[config.mk]
export PLATFORM = sky130hd
export DESIGN_NAME = attractor_detector
export DESIGN_NICKNAME = d
export VERILOG_FILES = /design/src/rtl/gene_net_pkg.sv /design/src/rtl/visited_bitmap.sv /design/src/rtl/attractor_detector.sv
export SDC_FILE = /design/constraint.sdc
export NUM_CORES = 1
export LEC_CHECK = 0
export ABC_AREA = 1
export BUFFER_PORTS_ARGS = -buffer_cell sky130_fd_sc_hd__buf_2
export CAP_MARGIN = 20
export CORE_MARGIN = 2
export CORE_UTILIZATION = 55
export CTS_BUF_LIST = sky130_fd_sc_hd__clkbuf_4 sky130_fd_sc_hd__clkbuf_8
export DETAILED_ROUTE_END_ITERATION = 7
export PLACE_DENSITY = 0.75
export SETUP_SLACK_MARGIN = 0.2
export SLEW_MARGIN = 20
export SYNTH_ARGS = -nofsm -noshare
export SYNTH_HDL_FRONTEND = slang
export SYNTH_SLANG_ARGS = --single-unit
[constraint.sdc]
create_clock -name clk -period 2.28 [get_ports clk]
set_clock_uncertainty 0.15 [all_clocks]
set_input_delay 0.114 -clock clk [delete_from_list [all_inputs] [get_ports clk]]
set_output_delay 0.114 -clock clk [all_outputs]
set_load 0.1 [all_outputs]
[src/rtl/gene_net_pkg.sv]
// gene_net_pkg: shared constants and types for the gene network attractor search.
//   STATE_W_DEF : default width of the network state vector
//   state_e     : search FSM encoding (IDLE, RUN, MEASURE, DONE)
//   result_e    : kind of attractor found (none / fixed point / cycle)
package gene_net_pkg;

    localparam int STATE_W_DEF = 8;

    typedef enum logic [1:0] {
        S_IDLE    = 2'd0,
        S_RUN     = 2'd1,
        S_MEASURE = 2'd2,
        S_DONE    = 2'd3
    } state_e;

    typedef enum logic [1:0] {
        RES_NONE  = 2'd0,
        RES_FIXED = 2'd1,
        RES_CYCLE = 2'd2
    } result_e;

endpackage

[src/rtl/visited_bitmap.sv]
// visited_bitmap: one bit per network state, recording states already seen
// on the current trajectory.
//   clk, rst_n : clock, async active-low reset (clears all bits)
//   clr_i      : clear every bit this edge (wins over set)
//   set_i      : mark set_idx_i visited this edge
//   set_idx_i  : state to mark
//   qry_idx_i  : state to look up
//   hit_o      : combinational: qry_idx_i has been visited
module visited_bitmap #(
    parameter int STATE_W = 8
) (
    input  logic               clk,
    input  logic               rst_n,
    input  logic               clr_i,
    input  logic               set_i,
    input  logic [STATE_W-1:0] set_idx_i,
    input  logic [STATE_W-1:0] qry_idx_i,
    output logic               hit_o
);

    localparam int DEPTH = 1 << STATE_W;

    logic [DEPTH-1:0] bits_q;

    always_ff @(posedge clk or negedge rst_n) begin
        if (!rst_n) begin
            bits_q <= '0;
        end else if (clr_i) begin
            bits_q <= '0;
        end else if (set_i) begin
            bits_q[set_idx_i] <= 1'b1;
        end
    end

    assign hit_o = bits_q[qry_idx_i];

endmodule

[src/rtl/attractor_detector.sv]
// attractor_detector: walks a gene network trajectory from init_val, one
// state per cycle, until it revisits a state, then measures the attractor.
//   clk, rst_n    : clock, async active-low reset
//   start         : (re)start a search from init_val, any state
//   init_val      : initial network state
//   next_state    : network response to cur_state (combinational, same cycle)
//   cur_state     : state presented to the network
//   busy / done   : search running / result valid (held until next start)
//   fixed / cycle : attractor kind, exactly one set while done
//   cycle_len     : attractor length (1 for a fixed point)
//   transient_len : states visited before entering the attractor
module attractor_detector
    import gene_net_pkg::*;
#(
    parameter int STATE_W = STATE_W_DEF
) (
    input  logic               clk,
    input  logic               rst_n,
    input  logic               start,
    input  logic [STATE_W-1:0] init_val,
    input  logic [STATE_W-1:0] next_state,
    output logic [STATE_W-1:0] cur_state,
    output logic               busy,
    output logic               done,
    output logic               fixed,
    output logic               cycle,
    output logic [STATE_W:0]   cycle_len,
    output logic [STATE_W:0]   transient_len
);

    localparam int LW = STATE_W + 1;

    state_e             state_q;
    result_e            kind_q;
    logic [STATE_W-1:0] cur_q;
    logic [STATE_W-1:0] anchor_q;
    logic [LW-1:0]      steps_q;
    logic [LW-1:0]      len_q;
    logic [LW-1:0]      cyc_len_q;
    logic [LW-1:0]      trans_q;
    logic               seen;

    function automatic logic [LW-1:0] sat_sub(input logic [LW-1:0] a,
                                              input logic [LW-1:0] b);
        return (a >= b) ? (a - b) : '0;
    endfunction

    // Bitmap is cleared on the start edge, so a restart never sees stale marks.
    visited_bitmap #(.STATE_W(STATE_W)) u_visited (
        .clk       (clk),
        .rst_n     (rst_n),
        .clr_i     (start),
        .set_i     (state_q == S_RUN),
        .set_idx_i (cur_q),
        .qry_idx_i (next_state),
        .hit_o     (seen)
    );

    always_ff @(posedge clk or negedge rst_n) begin
        if (!rst_n) begin
            state_q   <= S_IDLE;
            kind_q    <= RES_NONE;
            cur_q     <= '0;
            anchor_q  <= '0;
            steps_q   <= '0;
            len_q     <= '0;
            cyc_len_q <= '0;
            trans_q   <= '0;
        end else if (start) begin
            state_q   <= S_RUN;
            kind_q    <= RES_NONE;
            cur_q     <= init_val;
            steps_q   <= '0;
            len_q     <= '0;
            cyc_len_q <= '0;
            trans_q   <= '0;
        end else begin
            case (state_q)
                S_RUN: begin
                    steps_q <= steps_q + 1'b1;
                    if (next_state == cur_q) begin
                        state_q   <= S_DONE;
                        kind_q    <= RES_FIXED;
                        cyc_len_q <= LW'(1);
                        // steps_q + 1 counts the detecting cycle itself
                        trans_q   <= sat_sub(steps_q + 1'b1, LW'(1));
                    end else if (seen) begin
                        // First revisited state is on the attractor; walk once round it.
                        state_q  <= S_MEASURE;
                        anchor_q <= next_state;
                        cur_q    <= next_state;
                        len_q    <= LW'(1);
                    end else begin
                        cur_q <= next_state;
                    end
                end
                S_MEASURE: begin
                    if (next_state == anchor_q) begin
                        state_q   <= S_DONE;
                        kind_q    <= RES_CYCLE;
                        cyc_len_q <= len_q;
                        // steps_q already includes the RUN cycle that detected the revisit
                        trans_q   <= sat_sub(steps_q, len_q);
                    end else begin
                        cur_q <= next_state;
                        len_q <= len_q + 1'b1;
                    end
                end
                default: ; // IDLE and DONE hold until the next start
            endcase
        end
    end

    assign cur_state     = cur_q;
    assign busy          = (state_q == S_RUN) || (state_q == S_MEASURE);
    assign done          = (state_q == S_DONE);
    assign fixed         = (kind_q == RES_FIXED);
    assign cycle         = (kind_q == RES_CYCLE);
    assign cycle_len     = cyc_len_q;
    assign transient_len = trans_q;

endmodule

; ---- Yosys cells after proc, flatten, opt, wreduce, memory -nomap -nowiden
; Index checks and enable logic that the tools add are counted.
[totals]
register_bits = 312
input_bits = 19
out_inout_bits = 30
wordCells = 79
[op_classes]
addsub = 4
magnitude_cmp = 5
eq_ne = 13
muxes = 36
n_bitwise = 3
n_reduce_logical = 9
[ops]
columns = cell, count
row1 = $mux W256, 2
row2 = $or A256 B256 Y256, 1
row3 = $mux W9, 14
row4 = $pmux W9 S2, 3
row5 = $mux W8, 3
row6 = $add A9 B1 Y9 const B, 2
row7 = $lt A8 B9 Y1 const B, 2
row8 = $eq A8 B8 Y1, 2
row9 = $pmux W8 S2, 1
row10 = $ne A3 B3 Y1 const B, 5
row11 = $mux W2, 7
row12 = $ge A9 B1 Y1 const B, 1
row13 = $ge A9 B9 Y1, 1
row14 = $reduce_and A3 Y1, 3
row15 = $sub A9 B1 Y9 const B, 1
row16 = $sub A9 B9 Y9, 1
row17 = $bmux W1 S8, 1
row18 = $demux W1 S8, 1
row19 = $ge A8 B1 Y1 const B, 1
row20 = $pmux W2 S2, 2
row21 = $reduce_and A4 Y1, 2
row22 = $eq A2 B2 Y1 const B, 3
row23 = $eq A2 B1 Y1 const B, 2
row24 = $ne A4 B4 Y1 const B, 1
row25 = 6 further kinds, 8

; ---- Logic depth before layout (Yosys ltp)
; Gate-level depths: netlist of run 1.
[logic_depth]
ltp_word = 7
mapped_depth = 17
mapped_depth_nobuf = 15

; ---- Hierarchy
; A second synthesis of run 1 with hierarchy kept.
[hier_totals]
cells_unflattened = 1982
area_unflattened_um2 = 15685.0
[by_module_without_submodules]
columns = mod, instances, cells_each, area_per_inst_um2, seq_area_each_um2
row1 = visited_bitmap, 1, 1480, 11891.4, 6406.1
row2 = attractor_detector, 1, 502, 3793.6, 1401.3

; ---- Worst setup path after synthesis of run 1
; Ideal clock, no wire load.
[synth_timing]
path_type = reg-to-reg
startpoint = register cur_q[3] (netlist: cur_state[3])
endpoint = register cur_q[4] (netlist: cur_state[4])
setup_ps = 131
t_arrival_ps = 2239
slack_ps = -239
path_stages_with_launch = 9
synth_period_minus_slack_ps = 2519
path_cell_list = dfrtp_1 inv_1 nand2_1 nand4_1 nor4_4 a21oi_1 clkbuf_1 nand2_1 o21ai_0
[synth_between]
elab_chain_len = 3
[synth_rtl]
columns = item, line_no
row1 = start: declaration, attractor_detector.sv:35  ; logic [STATE_W-1:0] cur_q;
row2 = start signal: assignment, attractor_detector.sv:72  ; cur_q <= init_val;
row3 = start signal: assignment, attractor_detector.sv:91  ; cur_q <= next_state;
row4 = start signal: assignment, attractor_detector.sv:94  ; cur_q <= next_state;
row5 = $eq A8 B8 Y1, attractor_detector.sv:81  ; if (next_state == cur_q) begin
row6 = $ne A3 B3 Y1 (no line), --
row7 = $reduce_and A3 Y1 (no line), --
; No other way between the ends.
; A chain may end at the register's enable or synchronous reset.

; ---- Worst setup path after layout of run 1
[layout_timing]
startpoint = register steps_q[2]
endpoint = register trans_q[4] (netlist: transient_len[4])
[layout_between]
elab_chain_len = 6
elab_cells_between_ends = 11
[layout_rtl]
columns = item, line_no
row1 = start: declaration, attractor_detector.sv:37  ; logic [LW-1:0] steps_q;
row2 = start signal: assignment, attractor_detector.sv:80  ; steps_q <= steps_q + 1'b1;
row3 = $add A9 B1 Y9, attractor_detector.sv:86  ; trans_q <= sat_sub(steps_q + 1'b1, LW'(1));
row4 = $sub A9 B1 Y9 / $ge A9 B1 Y1 (equally long branches), attractor_detector.sv:45  ; return (a >= b) ? (a - b) : '0;
row5 = $mux W9, attractor_detector.sv:45
row6 = $mux W9, attractor_detector.sv:81
row7 = $pmux W9 S2 *, attractor_detector.sv:78  ; case (state_q)
row8 = $mux W9 *, attractor_detector.sv:69  ; end else if (start) begin
row9 = end signal: assignment, attractor_detector.sv:86
row10 = end signal: assignment, attractor_detector.sv:103  ; trans_q <= sat_sub(steps_q, len_q);
row11 = end: declaration, attractor_detector.sv:40  ; logic [LW-1:0] trans_q;
; Mark *: on every way between the ends. The rest lies on a longest branch, timed or not. The select of a mux whose other input is x is not followed.

==> results of run 1 <==
cells by family after synthesis:
family | Yosys count | synth area share, %
and+or+nand+nor | 1058 | 29.2
AOI/OAI and AO/OA | 343 | 11.5
DFF | 312 | 51.4
buffers and inverters | 207 | 5.55
adders and majority gates | 17 | 1.45
xor gates and xnor gates | 14 | 0.808
where the power goes:
part	total, uW	internal (uW)	switching, uW
combinational	6260	1760	4500
clock	5450	3210	2240
sequential	6200	5900	304
total	17900	10900	7040
per-layer routing:
layer / up-vias / global-route usage [%]
met1: 7064 / 44.8
met4: 0 / 11.0
li1: 6692 / -
met3: 92 / 7.00
met5: - / 0
met2: 801 / 49.3
state kept, by name, indices dropped and copies added (netlist names):
register and flops:
anchor_q 8, cur_state 8, cycle_len 9, kind_q 2, len_q 9, state_q 2
steps_q 9, transient_len 9, u_visited.bits_q 256
synth_stat cells (all sizes together):
| library cell | number | area (um^2) |
|---|---|---|
| inv | 82 | 308 |
| fa | 1 | 20.0 |
| o21ai | 52 | 264 |
| clkbuf | 74 | 278 |
| o22ai | 5 | 31.3 |
| nand3b | 1 | 7.51 |
| o21a | 1 | 7.51 |
| a31oi | 1 | 6.26 |
| nor2 | 315 | 1180 |
| a22o | 1 | 8.76 |
| nand4 | 11 | 68.8 |
| a21oi | 277 | 1390 |
| o211ai | 6 | 45.0 |
| dfrtp | 312 | 7810 |
| nand3 | 282 | 1420 |
| xor2 | 12 | 105 |
| nor4 | 3 | 33.8 |
| buf | 51 | 256 |
| or2 | 8 | 50.1 |
| nor3 | 20 | 100 |
| nand2 | 418 | 1580 |
| ha | 16 | 200 |
| xnor2 | 2 | 17.5 |
how the worst max path moves through the flow:
stage | from | end | slack, ps | depth (start not counted)
after floorplan | state_q[1]$_DFFE_PN0P_ | transient_len[6]$_DFFE_PN0P_ | 150 | 11
after global placement | steps_q[1]$_DFFE_PN0P_ | transient_len[3]$_DFFE_PN0P_ | 50 | 11
after detailed placement | steps_q[1]$_DFFE_PN0P_ | transient_len[2]$_DFFE_PN0P_ | 1 | 11
after CTS | steps_q[1]$_DFFE_PN0P_ | transient_len[2]$_DFFE_PN0P_ | 80 | 12
after global routing | steps_q[2]$_DFFE_PN0P_ | transient_len[4]$_DFFE_PN0P_ | -210 | 13
final | steps_q[2]$_DFFE_PN0P_ | transient_len[4]$_DFFE_PN0P_ | -110 | 13
cell type report:
| cell class | count | share of cell area (%) |
|---|---|---|
| inverters | 82 | 1.72 |
| repair inverters | 1 | 0.0269 |
| clock inverters | 7 | 0.592 |
| flip-flops and latches | 312 | 42.2 |
| multi-input cells | 1433 | 38.4 |
| well taps | 341 | 2.29 |
| repair buffers | 203 | 9.11 |
| clock buffers | 86 | 5.63 |
through the flow:
stage	cell area [um^2]	worst slack [ps]	hold WS [ps]
finish	18600	-107	33.2
global route	18600	-210	57.1
CTS	18200	76.7	20.3
detailed placement	16500	1.25	-34.2
global placement	16500	47.0	-39.4
floorplan	15300	152	-332
what timing repair did:
| action | in CTS | in global routing |
|---|---|---|
| hold buffers | 21 | 0 |
| resized for setup | 42 | 77 |
| endpoints found under the hold margin | 343 | 0 |
| pin swaps | 16 | 23 |
| buffers inserted | 19 | 10 |
| setup endpoints to repair | 60 | 151 |
| cloned | 1 | 2 |
worst max-delay path: stages, from the launching register on:
cell and delay (ps):
dfrtp_2 480, nand3_2 160, nor2_1 170, nor2_1 110, inv_1 80, nand4_1 130, nor2_1 150, nand2_2 90
nor2_4 180, nand3_4 130, nand3_2 90, nand3_1 110, o21ai_1 140, inv_1 80
==> impl_metrics.env, run 1 <==
export IMPL_wl_met1_um=19400
export IMPL_synth_warnings=0
export IMPL_cts_num_sinks=312
export IMPL_fin_cells=2465
export IMPL_io_pins=49
export IMPL_cts_root_to_sink_buffers=3
export IMPL_htreeDepth=2
export IMPL_r2r_start="steps_q[2]$_DFFE_PN0P_"
export IMPL_synth_seq_cells=312
export IMPL_wl_met2_um=21400
export IMPL_wirelength_um=46600
export IMPL_grt_max_degree=225
export IMPL_top_layer="met4"
export IMPL_drt_pass1_iter_count=5
export IMPL_holdPathStages=4
export IMPL_dr_total_vias=14649
export IMPL_power_leakage_uw=0.00868
export IMPL_endpoint_kind="flip-flop"
export IMPL_port_buffers=48
export IMPL_grt_usage_pct=31.9
export IMPL_dr_first_iter_drc_count=2038
export IMPL_grt_ovfl_total=0
export IMPL_area_delta_synth_final_pct=22.5
export IMPL_r2r_worst_path_cells=13
export IMPL_antenna_cells=0
export IMPL_holdPathEnd="anchor_q[0]$_DFFE_PN0P_"
export IMPL_min_period_ps=2390
export IMPL_crit_type="flip-flop to flip-flop"
export IMPL_layout_commonest_cell="nand2_1"
export IMPL_rsz0062_at_grt="yes"
export IMPL_multi_input_area_mm2=0.00715
export IMPL_start_kind="flip-flop"
export IMPL_syn_area_per_cell_um2=7.78
export IMPL_worstReg2RegEnd="transient_len[4]$_DFFE_PN0P_"
export IMPL_num_rows=60
export IMPL_max_freq_mhz=419
export IMPL_placed_cells=2319
export IMPL_start_util_pct=56.2
export IMPL_maxCapViolations=0
export IMPL_status="finished, violations left"
export IMPL_die_w_um=170
export IMPL_die_y_um=170
export IMPL_drive_gt1_share_pct=19.1
export IMPL_cts_tree="yes"
export IMPL_dr_wl_met3_um=4770
export IMPL_seq_area_mm2=0.00784
export IMPL_core_mm2=0.0270
export IMPL_synth_cells=1951
export IMPL_hold_viol=0
export IMPL_cts_root_buf="clkbuf_8"
export IMPL_via_per_inst=5.94
export IMPL_antenna_found_initial=0
export IMPL_setup_tns_ps=-161
export IMPL_power_density_mw_per_mm2=963
export IMPL_worst_slack_ps=-107
export IMPL_postRouteAntennaNets=0
export IMPL_dp_hpwl_um=27900
export IMPL_numCtsBuffers=51
export IMPL_worstPathMaxFanout=5
export IMPL_relSlewSlack_pct=30.2
export IMPL_worstPathRequired_ps=2590
export IMPL_setup_violations=3
export IMPL_yosysSeqAreaShare_pct=51.4
export IMPL_dieArea_mm2=0.0289
export IMPL_grt_pass1_vias=14133
export IMPL_yosys_cell_types_count=32
export IMPL_drcViolationCount=0
export IMPL_wl_per_cell_um=18.9
export IMPL_violations="setup timing"
export IMPL_syn_num_nets=1987
export IMPL_min_period_over_period_pct=105
export IMPL_gp_congestion=0.891
export IMPL_worst_ep_arrival_time_ps=2690
export IMPL_fillers=2114
export IMPL_mostFrequentLayoutCells="405 x nand2_1, 307 x nor2_1, 296 x dfrtp_1"
export IMPL_vdd_ir_drop_worst_uv=542
export IMPL_final_util_pct=68.8
export IMPL_hold_path_class="primary input to flip-flop"
export IMPL_drv_slew=0
export IMPL_p_total_uw=17900
export IMPL_ff2ff_setup_slack_ps=-110
export IMPL_worstSkewPairLatency_ps=570
export IMPL_hp_start="next_state[0]"
export IMPL_worstMarginPinSlew_ps=1050
export IMPL_nets=2120
export IMPL_grt_pass1_wl_um=73100
export IMPL_syn_area_mm2=0.0152
export IMPL_clkSlewWorstSetupHoldPaths_ps=70
No activity file was read; power rests on OpenSTA's default activity.
==> inputs of run 2 (changes only) <==
Settings changed: CORE_MARGIN 2 to 5.
==> run 2 against run 1 <==
- the flow still finishes with violations (setup timing)
- worst setup slack gained 110 ps
- largest cell class unchanged
- highest routed layer unchanged
- count of clock-buffer cells in the layout down 8
- first-iteration DRC count shrank 5.0%
- total power down 1.3%
- sequential share of layout area decreased by 0.67 points
- via count rose by 2.7%
- critical path depth down 1
- global-route usage fell by 2.3 points
- hold slack improved by 22 ps
- cell count increased by 0.61%
==> impl_metrics.env, run 2 (synthesized netlist as in run 1, its figures left out) <==
export IMPL_status="finished, violations left"
export IMPL_violations="setup timing"
export IMPL_antenna_found_initial=0
export IMPL_worst_slack_ps=-0.285
export IMPL_core_mm2=0.0270
export IMPL_maxCapViolations=0
export IMPL_clkSlewWorstSetupHoldPaths_ps=70
export IMPL_port_buffers=48
export IMPL_endpoint_kind="flip-flop"
export IMPL_hold_viol=0
export IMPL_grt_max_degree=240
export IMPL_worstPathRequired_ps=2610
export IMPL_dr_total_vias=15047
export IMPL_dieArea_mm2=0.0310
export IMPL_drt_pass1_iter_count=6
export IMPL_mostFrequentLayoutCells="405 x nand2_1, 305 x nor2_1, 297 x dfrtp_1"
export IMPL_largest_register="u_visited.bits_q"
export IMPL_gp_congestion=0.899
export IMPL_multi_input_area_mm2=0.00717
export IMPL_ff2ff_setup_slack_ps=-0.3
export IMPL_r2r_worst_path_cells=12
export IMPL_min_period_ps=2280
export IMPL_start_util_pct=56.2
export IMPL_worstPathMaxFanout=6
export IMPL_intPower_uw=10600
export IMPL_fin_cells=2480
export IMPL_power_leakage_uw=0.00881
export IMPL_antenna_cells=0
export IMPL_start_kind="flip-flop"
export IMPL_nets=2148
export IMPL_setup_violations=1
export IMPL_swShare_pct=40.1
export IMPL_dp_hpwl_um=28100
export IMPL_holdPathStages=4
export IMPL_rsz0062_at_grt="yes"
export IMPL_placed_cells=2329
export IMPL_switchingPower_uw=7090
export IMPL_max_freq_mhz=439
export IMPL_grt_ovfl_total=0
export IMPL_die_w_um=176
export IMPL_min_period_over_period_pct=100
export IMPL_num_rows=60
export IMPL_crit_type="flip-flop to flip-flop"
export IMPL_dr_first_iter_drc_count=1937
export IMPL_relSlewSlack_pct=19.4
export IMPL_grt_usage_pct=29.6
export IMPL_drv_slew=0
export IMPL_hp_start="next_state[0]"
export IMPL_cts_tree="yes"
export IMPL_fillers=2101
export IMPL_io_pins=49
export IMPL_largest_reg_flops=256
export IMPL_worst_ep_arrival_time_ps=2610
export IMPL_power_frac_seq_pct=35.2
export IMPL_drcViolationCount=0
export IMPL_fin_area_mm2=0.0189
export IMPL_via_per_inst=6.07
export IMPL_holdPathEnd="anchor_q[0]$_DFFE_PN0P_"
export IMPL_whs_ps=55.0
export IMPL_numCtsBuffers=52
export IMPL_grt_pass1_vias=14106
export IMPL_placed_cell_area_mm2=0.0166
export IMPL_grt_pass1_wl_um=74500
export IMPL_die_y_um=176
export IMPL_htreeDepth=2
export IMPL_hold_path_class="primary input to flip-flop"
export IMPL_power_share_clock_pct=28.2
export IMPL_worstSkewPairLatency_ps=600
export IMPL_vdd_ir_drop_worst_uv=601
export IMPL_wl_per_cell_um=19.6
export IMPL_cts_root_buf="clkbuf_8"
export IMPL_cts_root_to_sink_buffers=3
export IMPL_drive_gt1_share_pct=19.4
export IMPL_worstMarginPinSlew_ps=1210
export IMPL_wirelength_um=48600
export IMPL_area_delta_synth_final_pct=24.4
export IMPL_r2r_start="steps_q[1]$_DFFE_PN0P_"
export IMPL_worstReg2RegEnd="transient_len[7]$_DFFE_PN0P_"
export IMPL_power_density_mw_per_mm2=936
export IMPL_layout_commonest_cell="nand2_1"
export IMPL_cts_num_sinks=312
export IMPL_pwr_share_comb_pct=36.6
export IMPL_postRouteAntennaNets=0
export IMPL_seq_area_mm2=0.00784
==> run 2: cell types whose count changed in the layout (fill, tap and decap cells not counted), moves of 3 or more <==
cell / previous run / this run
buf_12: 14 / 21
dlygate4sd3_1: 20 / 33
buf_6: 9 / 13
clkbuf_4: 22 / 14
nor3_4: 3 / 6
nand3_2: 27 / 35
buf_4: 114 / 111
clkinv_2: 6 / 1
nand3_1: 251 / 243
nor3_2: 14 / 9
bufinv_16: 3 / 0
clkbuf_16: 0 / 4
==> run 2: metrics by stage <==
step	setup TNS [ps]	setup WS [ps]	power [uW]	util (%)
after CTS	0	84.5	17000	67.6
after detailed placement	-698	-66.1	11700	61.5
after global placement	-20.1	-6.35	11600	61.5
after global routing	-994	-154	18400	69.9
after floorplan	0	152	9920	-
final	-0.285	-0.285	17700	69.9
==> run 2: power groups by stage <==
stage          registers, uW  clock network, uW  logic [uW]
6_report                6210               4990        6470
5_1_grt                 6250               5320        6880
4_1_cts                 6190               5050        5730
3_5_place_dp            6270                  0        5410
3_3_place_gp            6260                  0        5340
2_1_floorplan           7250                  0        2670
==> run 2: worst max-delay path by stage <==
stage	end	start	cells after the start	slack, ps
2_1_floorplan	transient_len[6]$_DFFE_PN0P_	state_q[1]$_DFFE_PN0P_	11	150
3_3_place_gp	anchor_q[0]$_DFFE_PN0P_	next_state[0]	16	-6
3_5_place_dp	cycle_len[3]$_DFFE_PN0P_	next_state[0]	11	-70
4_1_cts	transient_len[2]$_DFFE_PN0P_	steps_q[2]$_DFFE_PN0P_	12	80
5_1_grt	transient_len[6]$_DFFE_PN0P_	steps_q[1]$_DFFE_PN0P_	12	-150
6_report	transient_len[7]$_DFFE_PN0P_	steps_q[1]$_DFFE_PN0P_	12	-0.3
==> run 2: cell type report <==
| class | count | area share [%] |
|---|---|---|
| Clock buffer | 78 | 5.29 |
| Multi-Input combinational cell | 1433 | 38.0 |
| Tap cell | 341 | 2.26 |
| Clock inverter | 3 | 0.146 |
| Sequential cell | 312 | 41.5 |
| Inverter | 82 | 1.70 |
| Timing Repair Buffer | 231 | 11.1 |
==> run 2: worst max-delay path: stages (launching register included) <==
cell	delay, ps
dfrtp_2	490
ha_4	220
nand3_4	100
nor3_4	210
xor2_2	130
nor2_1	170
nand2_2	100
buf_4	150
xnor2_1	140
nand3_2	80
nand3_1	80
o21ai_1	110
inv_1	60
==> run 2: per-layer routing <==
layer	vias to the layer above	global-route usage [%]	wire [um]
li1	6751	-	-
met1	7237	42.4	19600
met2	904	44.4	21900
met3	155	7.34	5480
met4	0	10.3	1620
met5	-	0	0
==> run 2: what timing repair did <==
item | CTS | global route
hold endpoints to repair | 347 | 0
pin swaps | 22 | 35
endpoints found under the setup margin | 19 | 74
gates resized for setup | 41 | 89
gates cloned | 1 | 6
buffers inserted | 10 | 19
hold buffers | 34 | 0
==> inputs of run 3 (changes only) <==
Settings changed: PLACE_DENSITY 0.75 to 0.72.
Clock period 2.28 ns to 2.5 ns, I/O delays scaled along.
==> run 3 against run 2 <==
- the run ends with hold timing left
- sequential share of layout area is 1.9 points higher
- combinational power is 21% lower
- routed wire length is 4.1% lower
- cell count down 1.9%
- critical path depth grew 2
- first-iteration DRC count fell by 5.4%
- die area unchanged
- total power is 12% lower
==> impl_metrics.env, run 3 (synthesized netlist as in run 1, its figures left out) <==
export IMPL_power_density_mw_per_mm2=865
export IMPL_wl_met2_um=21400
export IMPL_grt_usage_pct=29.6
export IMPL_vdd_ir_drop_worst_uv=605
export IMPL_startpoint="steps_q[0]$_DFFE_PN0P_"
export IMPL_power_leakage_uw=0.00842
export IMPL_cts_root_buf="clkbuf_8"
export IMPL_dp_hpwl_um=28000
export IMPL_max_freq_mhz=450
export IMPL_gp_congestion=0.941
export IMPL_crit_type="flip-flop to flip-flop"
export IMPL_endpoint_kind="flip-flop"
export IMPL_worst_ep_arrival_time_ps=2530
export IMPL_wirelength_um=46600
export IMPL_antenna_cells=0
export IMPL_start_kind="flip-flop"
export IMPL_num_rows=60
export IMPL_rsz0062_at_grt="yes"
export IMPL_core_mm2=0.0270
export IMPL_placed_cell_area_mm2=0.0163
export IMPL_grt_ovfl_total=0
export IMPL_die_y_um=176
export IMPL_crit_buf_inv=3
export IMPL_hold_path_class="primary input to async pin"
export IMPL_io_pins=49
export IMPL_relSlewSlack_pct=23.1
export IMPL_dieArea_mm2=0.0310
export IMPL_numCtsBuffers=53
export IMPL_largest_reg_flops=256
export IMPL_area_delta_synth_final_pct=18.6
export IMPL_setup_violations=0
export IMPL_dr_first_iter_drc_count=1833
export IMPL_clkSlewWorstSetupHoldPaths_ps=60
export IMPL_via_per_inst=5.90
export IMPL_violations="hold timing"
export IMPL_port_buffers=48
export IMPL_largest_register="u_visited.bits_q"
export IMPL_status="finished, violations left"
export IMPL_layout_commonest_cell="nand2_1"
export IMPL_whs_ps=-30.8
export IMPL_die_w_um=176
export IMPL_min_period_ps=2220
export IMPL_r2r_start="steps_q[0]$_DFFE_PN0P_"
export IMPL_worstSkewPairLatency_ps=600
export IMPL_start_util_pct=56.2
export IMPL_r2r_worst_path_cells=14
export IMPL_grt_pass1_vias=13507
export IMPL_hold_viol=12
export IMPL_drive_gt1_share_pct=15.7
export IMPL_fin_cells=2433
export IMPL_worstReg2RegEnd="transient_len[8]$_DFFE_PN0P_"
export IMPL_worstPathMaxFanout=4
export IMPL_grt_max_degree=224
export IMPL_worstPathRequired_ps=2810
export IMPL_crit_chain="inv_2 -> ha_4 -> inv_2 -> fa_2 -> nand2_1 -> nand2_2 -> nand2_2 -> o211ai_1 -> o21ai_1 -> a21oi_1 -> nand2_1 -> nand3_1 -> o21ai_0 -> inv_1"
export IMPL_antenna_found_initial=0
export IMPL_cts_tree="yes"
export IMPL_htreeDepth=2
export IMPL_wl_per_cell_um=19.2
export IMPL_dr_total_vias=14356
export IMPL_wl_met1_um=19200
export IMPL_fin_area_mm2=0.0180
export IMPL_slowest_stage="dfrtp_1"
export IMPL_grt_pass1_wl_um=74100
export IMPL_ff2ff_setup_slack_ps=280
export IMPL_p_total_uw=15600
export IMPL_postRouteAntennaNets=0
export IMPL_cts_root_to_sink_buffers=3
export IMPL_min_period_over_period_pct=88.9
export IMPL_cpPeakStageDelay_ps=410
export IMPL_drv_slew=0
export IMPL_drt_pass1_iter_count=6
export IMPL_maxCapViolations=0
export IMPL_setup_tns_ps=0
export IMPL_top_layer="met4"
export IMPL_dr_wl_met3_um=3860
export IMPL_placed_cells=2306
export IMPL_nets=2087
export IMPL_cts_num_sinks=312
export IMPL_mostFrequentLayoutCells="408 x nand2_1, 309 x nor2_1, 299 x dfrtp_1"
export IMPL_drcViolationCount=0
export IMPL_worstMarginPinSlew_ps=1150
export IMPL_crit_family="adder cells"
## run 3: cell types whose count changed in the layout (fill, tap and decap cells not counted), sizes merged
cell          delta
dlygate4sd3     -13
clkinv           +5
buf             -43
dlymetal6s4s     -1
clkinvlp         +1
clkbuf           +4
## run 3: how the worst max path moves through the flow
stage,endpoint,cells past startpoint
2_1_floorplan,transient_len[6]$_DFFE_PN0P_,13
4_1_cts,transient_len[8]$_DFFE_PN0P_,12
3_3_place_gp,transient_len[2]$_DFFE_PN0P_,12
5_1_grt,transient_len[2]$_DFFE_PN0P_,13
6_report,transient_len[8]$_DFFE_PN0P_,14
3_5_place_dp,transient_len[6]$_DFFE_PN0P_,12
## run 3: timing repair
item,4_1_cts,5_1_grt
cloned,0,1
pin swaps,1,12
hold endpoints to repair,337,0
resized for setup,5,58
hold buffers,20,0
endpoints found under the setup margin,9,32
setup buffers,0,10
## run 3: cell type report
type	instances	area (um^2)
inverter	82	313
tap	341	427
clock inverter	9	62.6
fill	2259	9020
multi-input combinational	1433	6850
clock buffer	87	1080
sequential	312	7820
timing repair buffer	169	1440
## run 3: power by group
| group | switching [uW] | internal (uW) | leakage (uW) | total, uW |
|---|---|---|---|---|
| combinational | 3820 | 1270 | 0.00352 | 5090 |
| clock | 2100 | 2740 | 0.000614 | 4840 |
| sequential | 280 | 5360 | 0.00429 | 5640 |
## run 3: worst register-to-register path, stage by stage, from the launching register on
cell	delay, ps
dfrtp_1	410
inv_2	150
ha_4	150
inv_2	50
fa_2	380
nand2_1	90
nand2_2	80
nand2_2	60
o211ai_1	90
o21ai_1	140
a21oi_1	70
nand2_1	80
nand3_1	70
o21ai_0	80
inv_1	50
## run 3: through the flow
stage               utilization (%)  setup slack, ps  hold slack (ps)
floorplan                         -              238             -321
global placement               60.3              155            -7.39
detailed placement             60.3              105            -4.78
CTS                            65.4              202            -33.1
global route                   66.6              136             13.2
finish                         66.6              277            -30.8
## run 3: layer usage
layer,global-route usage [%],vias up
met4,12.6,0
met1,41.2,6858
met3,5.33,159
met5,0,-
li1,-,6641
met2,46.0,698
